--- src/rtl/feature_fetcher.sv ---
// Walks the new-feature BRAM node by node and delivers each node's vector over valid/ready.
// Define FEAT_FETCH_SATURATE_EN to saturate elements on narrowing; otherwise they are truncated.
module feature_fetcher #(
  parameter int NEW_FEATURE_WIDTH  = 32,
  parameter int OUT_FEATURE_WIDTH  = 16,
  parameter int NUM_FEATURE_OUT    = 16,
  parameter int NUM_SUBGRAPHS      = 2708,
  parameter int BRAM_RD_LATENCY    = 2,
  parameter int NEW_FEATURE_ADDR_W = (NUM_SUBGRAPHS * NUM_FEATURE_OUT > 1) ?
                                     $clog2(NUM_SUBGRAPHS * NUM_FEATURE_OUT) : 1,
  parameter int NODE_IDX_W         = (NUM_SUBGRAPHS > 1) ? $clog2(NUM_SUBGRAPHS) : 1
) (
  input  logic                                         clk,
  input  logic                                         rst_n,
  input  logic                                         start,
  output logic [NEW_FEATURE_ADDR_W-1:0]                feat_bram_addrb,
  output logic                                         feat_bram_enb,
  input  logic [NEW_FEATURE_WIDTH-1:0]                 feat_bram_doutb,
  output logic [NUM_FEATURE_OUT*OUT_FEATURE_WIDTH-1:0] feat_vec,
  output logic                                         feat_vec_vld,
  input  logic                                         feat_vec_rdy,
  output logic [NODE_IDX_W-1:0]                        feat_node_idx,
  output logic                                         fetch_done
);

  localparam int NW  = NEW_FEATURE_WIDTH;
  localparam int OW  = OUT_FEATURE_WIDTH;
  localparam int NFO = NUM_FEATURE_OUT;
  localparam int LAT = BRAM_RD_LATENCY;
  localparam int VW  = NFO * OW;
  localparam int AW  = NEW_FEATURE_ADDR_W;
  localparam int IW  = NODE_IDX_W;
  localparam int CW  = (NFO > 1) ? $clog2(NFO) : 1;

  localparam logic [CW-1:0] LAST_K    = CW'(NFO - 1);
  localparam logic [IW-1:0] LAST_NODE = IW'(NUM_SUBGRAPHS - 1);

`ifdef FEAT_FETCH_SATURATE_EN
  localparam logic [NW-1:0] SAT_MAX = {{(NW-OW+1){1'b0}}, {(OW-1){1'b1}}};
  localparam logic [NW-1:0] SAT_MIN = {{(NW-OW+1){1'b1}}, {(OW-1){1'b0}}};
`endif

  // Exposed for checkers: current FSM state is state_q.
  typedef enum logic [2:0] {IDLE, FETCH, WAIT, HOLD, DONE} state_t;

  state_t          state_q, state_d;
  logic [CW-1:0]   rd_cnt_q;
  logic [CW-1:0]   cap_cnt_q;
  logic [IW-1:0]   node_q;
  logic [AW-1:0]   base_q;
  logic [LAT-1:0]  rd_vld_q;
  logic [VW-1:0]   vec_q;
  logic            rd_tap;
  logic            last_cap;
  logic            accept;
  logic            unused_dout;

  function automatic logic [OW-1:0] narrow(input logic [NW-1:0] w);
`ifdef FEAT_FETCH_SATURATE_EN
    if ($signed(w) > $signed(SAT_MAX))      return SAT_MAX[OW-1:0];
    else if ($signed(w) < $signed(SAT_MIN)) return SAT_MIN[OW-1:0];
    else                                    return w[OW-1:0];
`else
    return w[OW-1:0];
`endif
  endfunction

  assign unused_dout = ^feat_bram_doutb;
  assign rd_tap      = rd_vld_q[LAT-1];
  assign last_cap    = rd_tap && (cap_cnt_q == LAST_K);
  assign accept      = (state_q == HOLD) && feat_vec_rdy;

  // Handshake: a vector transfers in any cycle where feat_vec_vld && feat_vec_rdy;
  // once raised, feat_vec_vld, feat_vec and feat_node_idx stay put until that transfer.
  always_comb begin
    state_d = state_q;
    case (state_q)
      IDLE:  if (start) state_d = FETCH;
      FETCH: if (rd_cnt_q == LAST_K) state_d = WAIT;
      WAIT:  if (last_cap) state_d = HOLD;
      HOLD:  if (accept) state_d = (node_q == LAST_NODE) ? DONE : FETCH;
      DONE:  state_d = IDLE;
      default: state_d = IDLE;
    endcase
  end

  always_ff @(posedge clk or negedge rst_n) begin
    if (!rst_n) begin
      state_q   <= IDLE;
      rd_cnt_q  <= '0;
      cap_cnt_q <= '0;
      node_q    <= '0;
      base_q    <= '0;
      rd_vld_q  <= '0;
      vec_q     <= '0;
    end else begin
      state_q  <= state_d;
      rd_vld_q <= (rd_vld_q << 1) | LAT'(feat_bram_enb);
      if (state_q == FETCH)
        rd_cnt_q <= (rd_cnt_q == LAST_K) ? '0 : rd_cnt_q + 1'b1;
      // Address base+k holds element NFO-1-k, so shifting left lands the first word on top.
      if (rd_tap) begin
        cap_cnt_q <= (cap_cnt_q == LAST_K) ? '0 : cap_cnt_q + 1'b1;
        vec_q     <= (vec_q << OW) | VW'(narrow(feat_bram_doutb));
      end
      if (state_q == IDLE) begin
        node_q <= '0;
        base_q <= '0;
      end else if (accept && (node_q != LAST_NODE)) begin
        node_q <= node_q + 1'b1;
        base_q <= base_q + AW'(NFO);
      end
    end
  end

  assign feat_bram_enb   = (state_q == FETCH);
  assign feat_bram_addrb = base_q + AW'(rd_cnt_q);
  assign feat_vec        = vec_q;
  assign feat_vec_vld    = (state_q == HOLD);
  assign feat_node_idx   = node_q;
  assign fetch_done      = (state_q == DONE);

endmodule
--- config.mk ---
export PLATFORM = sky130hd
export DESIGN_NAME = feature_fetcher
export DESIGN_NICKNAME = d
export VERILOG_FILES = /design/src/rtl/feature_fetcher.sv
export SDC_FILE = /design/constraint.sdc
export NUM_CORES = 1
export LEC_CHECK = 0
export ABC_CLOCK_PERIOD_IN_PS = 5800
export CORE_UTILIZATION = 51
export CTS_CLUSTER_DIAMETER = 40
export DETAILED_ROUTE_END_ITERATION = 10
export PLACE_DENSITY = 0.95
export SYNTH_ARGS = -nofsm -noshare
export SYNTH_HDL_FRONTEND = slang
export SYNTH_SLANG_ARGS = --single-unit
--- constraint.sdc ---
create_clock -name clk -period 5.8 [get_ports clk]
set_input_delay 0.87 -clock clk [delete_from_list [all_inputs] [get_ports clk]]
set_output_delay 0.87 -clock clk [all_outputs]
set_load 0.01 [all_outputs]
=== Yosys cells after proc, flatten, opt, wreduce, memory -nomap -nowiden ===
Index checks and enable logic that the tools add are counted.
Widths: inputs -> output; s select.

* Flip-flop bits (word level): 297
* Bits of input ports: 36
* Output and inout port bits: 287
* Word-level logic and storage cells: 44

* $add $sub $neg: 5
* Equal/unequal tests: 12
* Muxes and demuxes: 12
* Bitwise gates (word level): 2
* Reductions and logical operators: 6

{| class="wikitable"
|+ Operators by type and width
! cell !! number
|-
| $or 256x16->256 || 1
|-
| $mux 16 || 2
|-
| $mux 12 || 2
|-
| $add 16x4->16 || 1
|-
| $add 16x5->16 const B || 1
|-
| $mux 3 || 5
|-
| $add 12x1->12 const B || 1
|-
| $eq 12x12->1 const B || 1
|-
| $ne 12x12->1 const B || 1
|-
| $pmux 3 s4 || 1
|-
| $add 4x1->4 const B || 2
|-
| $eq 4x4->1 const B || 2
|-
| $mux 4 || 2
|-
| $eq 3x2->1 const B || 2
|-
| $ne 2x1->1 const B || 2
|-
| $ne 2x2->1 const B || 2
|-
| $reduce_and 4->1 || 1
|-
| $eq 3x1->1 const B || 1
|-
| $eq 3x3->1 const B || 1
|-
| $logic_and 1x1->1 || 3
|-
| $logic_not 3->1 || 1
|-
| $or 2x1->2 || 1
|-
| $reduce_bool 2->1 || 1
|}

=== Logic depth before layout (Yosys ltp) ===
* Depth after elaboration: 5
* Gate-level depth with buffers: 7
* Gate-level depth less buffers: 5

=== Worst setup path after synthesis ===
Ideal clock, no wire load.

* Path type: in2reg
* Start point: in feat_vec_rdy
* End point: reg base_q[14]
* Setup time: 0.078 ns
* Arrival: 1.972 ns
* Data required time: 5.722 ns
* Slack: 3.750 ns
* Stages: 4
* Buffers on the path: 0
* Cell sequence: nand4b_4 -> or4_1 -> or3_1 -> a21oi_1

* Word-level cells in the longest chain between the ends: 3

{| class="wikitable"
|+ Ends and longest elaborated chain
! what !! RTL line !! text
|-
| start: declaration || 21 || <nowiki>input logic feat_vec_rdy,</nowiki>
|-
| $logic_and 1x1->1 || 71 || <nowiki>assign accept = (state_q == HOLD) && feat_vec_rdy;</nowiki>
|-
| $logic_and 1x1->1 || 109 || <nowiki>end else if (accept && (node_q != LAST_NODE)) begin</nowiki>
|-
| $reduce_bool 2->1 (no line) || -- ||
|-
| end signal: assignment || 111 || <nowiki>base_q <= base_q + AW'(NFO);</nowiki>
|-
| end: declaration || 50 || <nowiki>logic [AW-1:0] base_q;</nowiki>
|}

No other way between the ends.
A chain may end at the register's enable or synchronous reset.

=== Worst setup path in the final report ===
* Start point: reg state_q[0]
* End point: out feat_bram_enb

* Word-level cells in the longest chain between the ends: 1

{| class="wikitable"
|+ Ends and longest elaborated chain
! what !! RTL line !! text
|-
| start: declaration || 46 || <nowiki>state_t state_q, state_d;</nowiki>
|-
| start signal: assignment || 97 || <nowiki>state_q <= state_d;</nowiki>
|-
| $eq 3x1->1 || 116 || <nowiki>assign feat_bram_enb = (state_q == FETCH);</nowiki>
|-
| end: declaration || 17 || <nowiki>output logic feat_bram_enb,</nowiki>
|}

No other way between the ends.

==> flow_metrics.tcl <==
set metrics [dict create \
    status "finished clean" \
    grtUsageMet2 0.399 \
    vias_per_cell 5.37 \
    start_util 0.521 \
    cts_tree "yes" \
    numCtsBuffers 38 \
    cp_slowest_stage_delay_ps 650 \
    fp.dieH_um 151 \
    critPathSlowestCell "clkdlybuf4s50_1" \
    p_int_mw 7.18 \
    ys_warn_count 0 \
    clock_sinks 293 \
    synth_cells 748 \
    fmax_ghz 0.328 \
    layout_common_cells "clkdlybuf4s50_1, dfrtp_1, mux2_2, clkbuf_16, nand2_1" \
    path_max_fanout 10 \
    placed_cell_area_mm2 0.0146 \
    worstPathRequired_ps 4930 \
    clkPwrFrac 0.234 \
    cts_hold_buf 0 \
    fin_crit_ps 3050 \
    grt_max_degree 149 \
    row_count 54 \
    place_inst 1286 \
    ir_drop_mv 0.491 \
    area_delta_synth_final_pct 40.6 \
    finalHoldViolCount 0 \
    grt_pass1_vias 7603 \
    tightest_slew_ps 1160 \
    cts.repair.resized 0 \
    first_pass_iters 4 \
    gp_routability_congestion 0.837 \
    coreArea_mm2 0.0218 \
    ys_ff_latch 293 \
    met3_usage 0.0852 \
    cp_data_arrival_time_ps 2180 \
    grt.met1_usage 0.314 \
    clk_latency_ps 500 \
    fill_cells 1315 \
    seq_power_share 0.362 \
    start_kind "flip-flop" \
    wirelength_mm 28.1 \
    path_class "flip-flop to output pin" \
    finalSetupViolCount 0 \
    post-cts-setup-buffer-count 0 \
    grt_busiest_layer "met2" \
    grt.total_usage 0.247 \
    finalSetupTns_ps 0 \
    ioPinCount 323 \
    cp-end-kind "output pin" \
    syn_nets 788 \
    antenna_found_initial 0 \
    overflow 0 \
    skew_ps 9.28 \
    swShare 0.323 \
    fin_hold_ws_ps 310 \
    grt_first_pass_wirelength_mm 43.3 \
    synth_top_area_frac 0.644 \
    seq_area_frac_synth 0.644 \
    cap_violations 0 \
    rsz0062_at_grt "no" \
    dp_slack_ps 3030 \
    synth_largest_area_cell "dfrtp_1" \
    fin_cells 1353 \
    synth_area_mm2 0.0114 \
    synthTopCellsByArea "dfrtp_1, mux2_2, clkbuf_1" \
    clock-root-buffer "clkbuf_16" \
    route.detailed.drc 0 \
    routedWlPerCell_um 20.8 \
    n_antenna_cell 0 \
    synthDistinctLibCells 39 \
    die_area_mm2 0.0229 \
    power_mw 10.6 \
    final_common_cell "clkdlybuf4s50_1" \
    nNetsFinal 1086 \
    fin_ws_ps 2750 \
    clk_pin_slew_ps 60 \
    layout-drive-gt1-share 0.315 \
    maxSlewHeadroom 0.230 \
    die_w_um 151 \
    utilization 0.733 \
    p_sw_mw 3.42 \
    final_area_mm2 0.0160 \
    p_comb_frac 0.404 \
    ant_nets 0 \
    power.leakage_nw 6.95 \
    dp_hpwl_mm 18.0 \
    power_density_mw_per_mm2 662 \
    placement.io_buffers 306 \
    min_period_over_period 0.526 \
    min_path_type "input port to async pin" \
    syn_area_per_cell_um2 15.2 \
    vias 7262 \
    cts.path.max_buffers 3 \
    worstPathCellList "nor3b_2 > clkdlybuf4s50_1" \
    drtIter0Drc 266 \
    cts_htree_levels 2 \
    drv_slew 0 \
]
==> Yosys cell counts (all sizes together) <==
cell type	count
or3	5
nor4	2
buf	13
nand3b	1
a21oi	11
and4b	1
nor4bb	2
nor3b	2
nand3	10
nand4b	1
a31o	1
o22a	1
inv	9
o31ai	7
or4	5
or4b	2
o21ai	9
xor2	1
dfrtp	293
o211ai	3
nor2	10
o41ai	1
mux2	258
o311a	1
xnor2	8
clkbuf	40
nand2	20
nor3	5
a211oi	1
nand4	10
ha	4
mux2i	6
or2	2
and3	3
==> area by class of cell <==
class	instances	area [um^2]	area share
well taps	280	350	0.0219
repair buffers	311	3130	0.196
clock inverters	23	312	0.0195
multi-input cells	393	3780	0.236
clock buffers	44	1060	0.0661
inverters	9	33.8	0.00211
flip-flops and latches	293	7340	0.459
==> critical path: cells and delay by family (launching register included) <==
kind / cells / cell delay (ps)
buffers and inverters: 1 / 650
DFF: 1 / 540
and+or+nand+nor: 1 / 500
==> power by group through the flow <==
stage	registers [mW]	logic [mW]	clock network (mW)
2_1_floorplan	3.95	1.73	0
4_1_cts	3.84	4.31	2.52
3_3_place_gp	3.73	4.12	0
3_5_place_dp	3.82	4.24	0
6_report	3.84	4.28	2.48
5_1_grt	3.96	4.53	2.61
==> per-layer routing <==
layer,vias to the layer above,share of wire,routed length (um)
li1,3264,-,-
met1,3680,0.41,11400
met2,268,0.49,13700
met3,50,0.085,2380
met4,0,0.023,656
met5,-,0,0
==> flip-flops by register name, indices dropped and copies added, names as in the netlist <==
| signal | cells |
|---|---|
| feat_vec | 256 |
| base_q | 12 |
| feat_node_idx | 12 |
| cap_cnt_q | 4 |
| rd_cnt_q | 4 |
| state_q | 3 |
| rd_vld_q | 2 |
==> cells by family (layout without fill, tap and decap cells) <==
group,count (synthesis),count (layout),share of synthesized area
and+or+nand+nor,81,81,0.0410
buffers and inverters,62,387,0.0236
adders and majority gates,4,4,0.00440
AOI/OAI and AO/OA,35,35,0.0192
xor gates and xnor gates,9,9,0.00693
muxes,264,264,0.261
DFF,293,293,0.644
==> final timing paths <==
kind                                   from               end  slack (ps)  cells after the start
setup / recovery                 state_q[0]     feat_bram_enb        2750                      2
max in group asynchronous             rst_n     feat_vec[148]        4140                      2
hold reg to reg                 rd_vld_q[0]       rd_vld_q[1]         360                      0
hold / removal                        rst_n        base_q[15]         310                      1
min in group clk                rd_vld_q[0]       rd_vld_q[1]         360                      0
setup reg to reg           feat_node_idx[0]  feat_node_idx[1]        3460                      5
Note: power is estimated with default switching activity, not from simulation.
